<file path="src/rtl/asin_sar.sv">
// asin_sar: successive-approximation inverse of the quarter-wave sine table.
// Ports:
//   clk, rst_n            clock, async active-low reset
//   in_valid/in_ready, y  8-bit sign-magnitude sample in
//   out_valid/out_ready, x  10-bit phase code {sign,1'b0,addr} out

// sin_fragment: quarter-wave sine magnitude table, 8-bit addr -> 7-bit mag.
// Parabolic fit 127*b*(512-b)/2^16 with b=addr+1; monotonic, 0..127.
module sin_fragment (
  input  logic [7:0] addr,
  output logic [6:0] mag
);

  logic [8:0]  b;
  logic [8:0]  c;
  logic [23:0] p;

  assign b   = {1'b0, addr} + 9'd1;
  assign c   = 9'd511 - {1'b0, addr};
  assign p   = 24'(b) * 24'(c) * 24'd127;
  assign mag = 7'(p >> 16);

endmodule

module asin_sar (
  input  logic       clk,
  input  logic       rst_n,
  input  logic       in_valid,
  output logic       in_ready,
  input  logic [7:0] y,
  output logic       out_valid,
  input  logic       out_ready,
  output logic [9:0] x
);

  typedef enum logic [1:0] {
    IDLE,
    SEARCH,
    DONE
  } state_t;

  state_t     state;
  logic       sign;
  logic [6:0] m;
  logic [7:0] acc;
  logic [2:0] k;

  logic [7:0] trial;
  logic [7:0] acc_next;
  logic [6:0] mag;

  // Try setting bit k; keep it if the table value still fits under m.
  assign trial    = acc | (8'd1 << k);
  assign acc_next = (mag <= m) ? trial : acc;
  assign in_ready = (state == IDLE);

  sin_fragment u_tab (
    .addr (trial),
    .mag  (mag)
  );

  always_ff @(posedge clk or negedge rst_n) begin
    if (!rst_n) begin
      state     <= IDLE;
      out_valid <= 1'b0;
      x         <= 10'h000;
      acc       <= 8'h00;
      k         <= 3'd7;
      sign      <= 1'b0;
      m         <= 7'h00;
    end else begin
      unique case (state)
        IDLE: begin
          if (in_valid) begin
            sign  <= y[7];
            m     <= y[6:0];
            acc   <= 8'h00;
            k     <= 3'd7;
            state <= SEARCH;
          end
        end
        SEARCH: begin
          acc <= acc_next;
          if (k == 3'd0) begin
            x         <= {sign, 1'b0, acc_next};
            out_valid <= 1'b1;
            state     <= DONE;
          end else begin
            k <= k - 3'd1;
          end
        end
        DONE: begin
          if (out_ready) begin
            out_valid <= 1'b0;
            state     <= IDLE;
          end
        end
        default: state <= IDLE;
      endcase
    end
  end

endmodule
</file>
<file path="config.mk">
export PLATFORM = sky130hd
export DESIGN_NAME = asin_sar
export DESIGN_NICKNAME = d
export VERILOG_FILES = /design/src/rtl/asin_sar.sv
export SDC_FILE = /design/constraint.sdc
export NUM_CORES = 1
export LEC_CHECK = 0
export ABC_AREA = 0
export CAP_MARGIN = 20
export CORE_MARGIN = 1.5
export CORE_UTILIZATION = 64
export DETAILED_ROUTE_END_ITERATION = 6
export GPL_TIMING_DRIVEN = 0
export PLACE_DENSITY = 0.83
export SYNTH_ARGS = -nofsm -noshare
export SYNTH_HDL_FRONTEND = slang
export SYNTH_SLANG_ARGS = --single-unit
</file>
<file path="constraint.sdc">
create_clock -name clk -period 15.35 [get_ports clk]
set_clock_uncertainty 0.1 [all_clocks]
set_input_delay 1.535 -clock clk [delete_from_list [all_inputs] [get_ports clk]]
set_output_delay 1.535 -clock clk [all_outputs]
set_load 0.02 [all_outputs]
</file>
==> flow_metrics.tcl <==
set metrics [dict create \
    numPortBuffers 22 \
    synth_top_area_cell "fa_1" \
    timing.rr.start "k[0]" \
    crit_path_start_kind "register" \
    met2_usage_pct 48.59 \
    cts_made_buffers 5 \
    vias 4930 \
    cts_buffer_depth 2 \
    hold_path.class "register to register" \
    slowest_stage "nor2_1" \
    first_pass_iters 5 \
    ys.flop_type "dfrtp_1" \
    fin_nets 977 \
    syn2layout_area_growth_pct 8.107 \
    synth.top_cells.by_area "fa_1 (31%), ha_1 (19%), dfrtp_1 (11%)" \
    post_drt_wl_per_cell_um 15.07 \
    synth-seq-cells 31 \
    worstMarginPinSlew_ps 1041 \
    worstHoldStart "sign" \
    cts_root_buf "clkbuf_8" \
    status "complete, no violations" \
    start_util_pct 66.82 \
    slew_violations 0 \
    drc 0 \
    synthArstFlopShare_pct 100.0 \
    cts_setup_buffers 0 \
    ant_nets 0 \
    drt_iter0_markers 203 \
    cpPeakStageDelay_ps 740 \
    worstSetupPathType "register to register" \
    clk_latency_ps 290 \
    grt_pass1_wl_mm 24.52 \
    whs_endpoint "sign" \
    die_area_um2 10970 \
    multiInputGateArea_um2 5120 \
    cp-end-kind "register" \
    gr-usage-met1_pct 35.39 \
    fmax_mhz 72.89 \
    ctsHoldBuffers 0 \
    clock-sinks 31 \
    fillers 735 \
    synth_area_per_cell_um2 9.120 \
    crit_arrival_ps 13840 \
    setup_viol 0 \
    top_usage_layer "met2" \
    ctsResizeCount 0 \
    drive_gt1_share_pct 4.068 \
    fin_crit_ps 13720 \
    fin_crit_sh_pct 89.38 \
    rows 36 \
    rsz0062_at_grt "no" \
    vias_per_cell 5.508 \
    synth_most_common_cell "inv_1" \
    grt_pass1_vias 5386 \
    ff2ff_setup_slack_ps 1630 \
    use_met3_pct 1.809 \
    grt-ovfl-total 0 \
    synth_common_cells "inv_1 (181), fa_1 (102), ha_1 (102)" \
    fin_cells 895 \
    n_antenna_cell 0 \
    die_w_um 104.7 \
    post-dp-hpwl_mm 11.75 \
    antenna_found_initial 0 \
    area.sequential_um2 779.5 \
    tns_ps 0 \
    cts_tree "built" \
    yosysWarnings 0 \
    regToRegEndpoint "acc[0]" \
    worstPathMaxFanout 11 \
    yosysTopAreaCellShare_pct 30.84 \
    path_clk_slew_ps 70 \
    pin_count 24 \
    grtUsageTotal_pct 27.34 \
    core_area_um2 9910 \
    crit_top_cell "inv_1" \
    reg2reg_depth 46 \
    crit_required_ps 15470 \
    htreeDepth 2 \
    max_slew_margin_pct 30.60 \
    path_delay_family "adder cells" \
    synth_edf_count 0 \
    cp_num_buf_inv 10 \
    finalHoldViolCount 0 \
    die_y_um 104.7 \
    hold_path_depth 2 \
    wl_mm 13.49 \
    synth.cell_area_um2 6621 \
    yosysSeqAreaShare_pct 11.77 \
    synthCells 726 \
    synth_cell_type_count 56 \
    max-cap-violations 0 \
    globalplace.congestion 0.9135 \
    grt_max_degree 23 \
    crit_cells 46 \
    dp.cells 887 \
]
==> metal layers <==
metal  wire (um)  up-vias
met5           0        -
met4         346        0
met3         548       29
met2        6968      149
met1        5629     2422
li1            -     2330
==> kinds of logic after synthesis <==
family	share of synthesized area (%)
adder cells (fa/ha/maj)	50.11
other	0.1134
AO/OA/AOI/OAI	11.28
buffers and inverters	11.19
flip-flops	11.77
XOR/XNOR	4.800
AND/OR/NAND/NOR	9.732
multiplexers	1.001
==> tightest hold or removal path, delay by kind of cell (launching register included) <==
kind | cells | cell delay (ps)
flip-flops | 1 | 350
AND/OR/NAND/NOR | 2 | 110
==> cell type report <==
type                            instances  share of cell area, %
Multi-Input combinational cell        506                  71.53
Clock inverter                          1                 0.1049
Tap cell                              133                  2.325
Sequential cell                        31                  10.89
Inverter                              183                  9.596
Clock buffer                            7                  1.346
Timing Repair Buffer                   23                  3.461
Buffer                                 11                 0.7516
==> cells in the final DEF (no fill, tap or decap), drive strengths merged, types with 3 or more instances in the layout <==
master         synthesis  routed
fa                   102     102
o21bai                 3       3
buf                    3       4
clkdlybuf4s50          0      22
nand2                 49      49
nor2                  47      47
nand3                  5       5
mux2                   5       5
o21a                   5       5
nand4                  3       3
conb                   2       7
nor3                   5       5
or3                    4       4
a211oi                 6       6
dfrtp                 28      28
dfstp                  3       3
nor2b                  4       4
nand2b                15      15
inv                  182     182
xnor2                 24      24
a21o                  20      20
o21ai                 26      26
a21oi                 36      36
or2                    3       3
clkbuf                 8      15
xor2                   8       8
ha                   102     102
==> registers in the layout, indices dropped and copies added, names as in the netlist <==
name       cells
state          2
m              7
sign           1
k              3
acc            8
x              9
out_valid      1
==> per-stage QoR <==
| step | hold slack (ps) | setup slack, ps | instance area (um^2) | util, % |
|---|---|---|---|---|
| global route | 413.4 | 850.9 | 7158 | 72.23 |
| floorplan | 341.7 | 3743 | 6640 | - |
| finish | 385.7 | 1630 | 7158 | 72.23 |
| detailed placement | 375.7 | 1869 | 7054 | 71.19 |
| global placement | 355.7 | 2228 | 7027 | 70.91 |
| CTS | 389.8 | 1712 | 7158 | 72.23 |
==> worst max path at each step <==
stage               start      to  slack, ps
floorplan            k[0]  acc[0]       3740
global placement     k[0]  acc[0]       2230
detailed placement   k[0]  acc[0]       1870
CTS                  k[0]  acc[0]       1710
global route         k[0]  acc[0]        850
finish               k[0]  acc[0]       1630
Power is not shown: default switching activity piles up to over one toggle a cycle in this logic, so the estimate is an artifact.
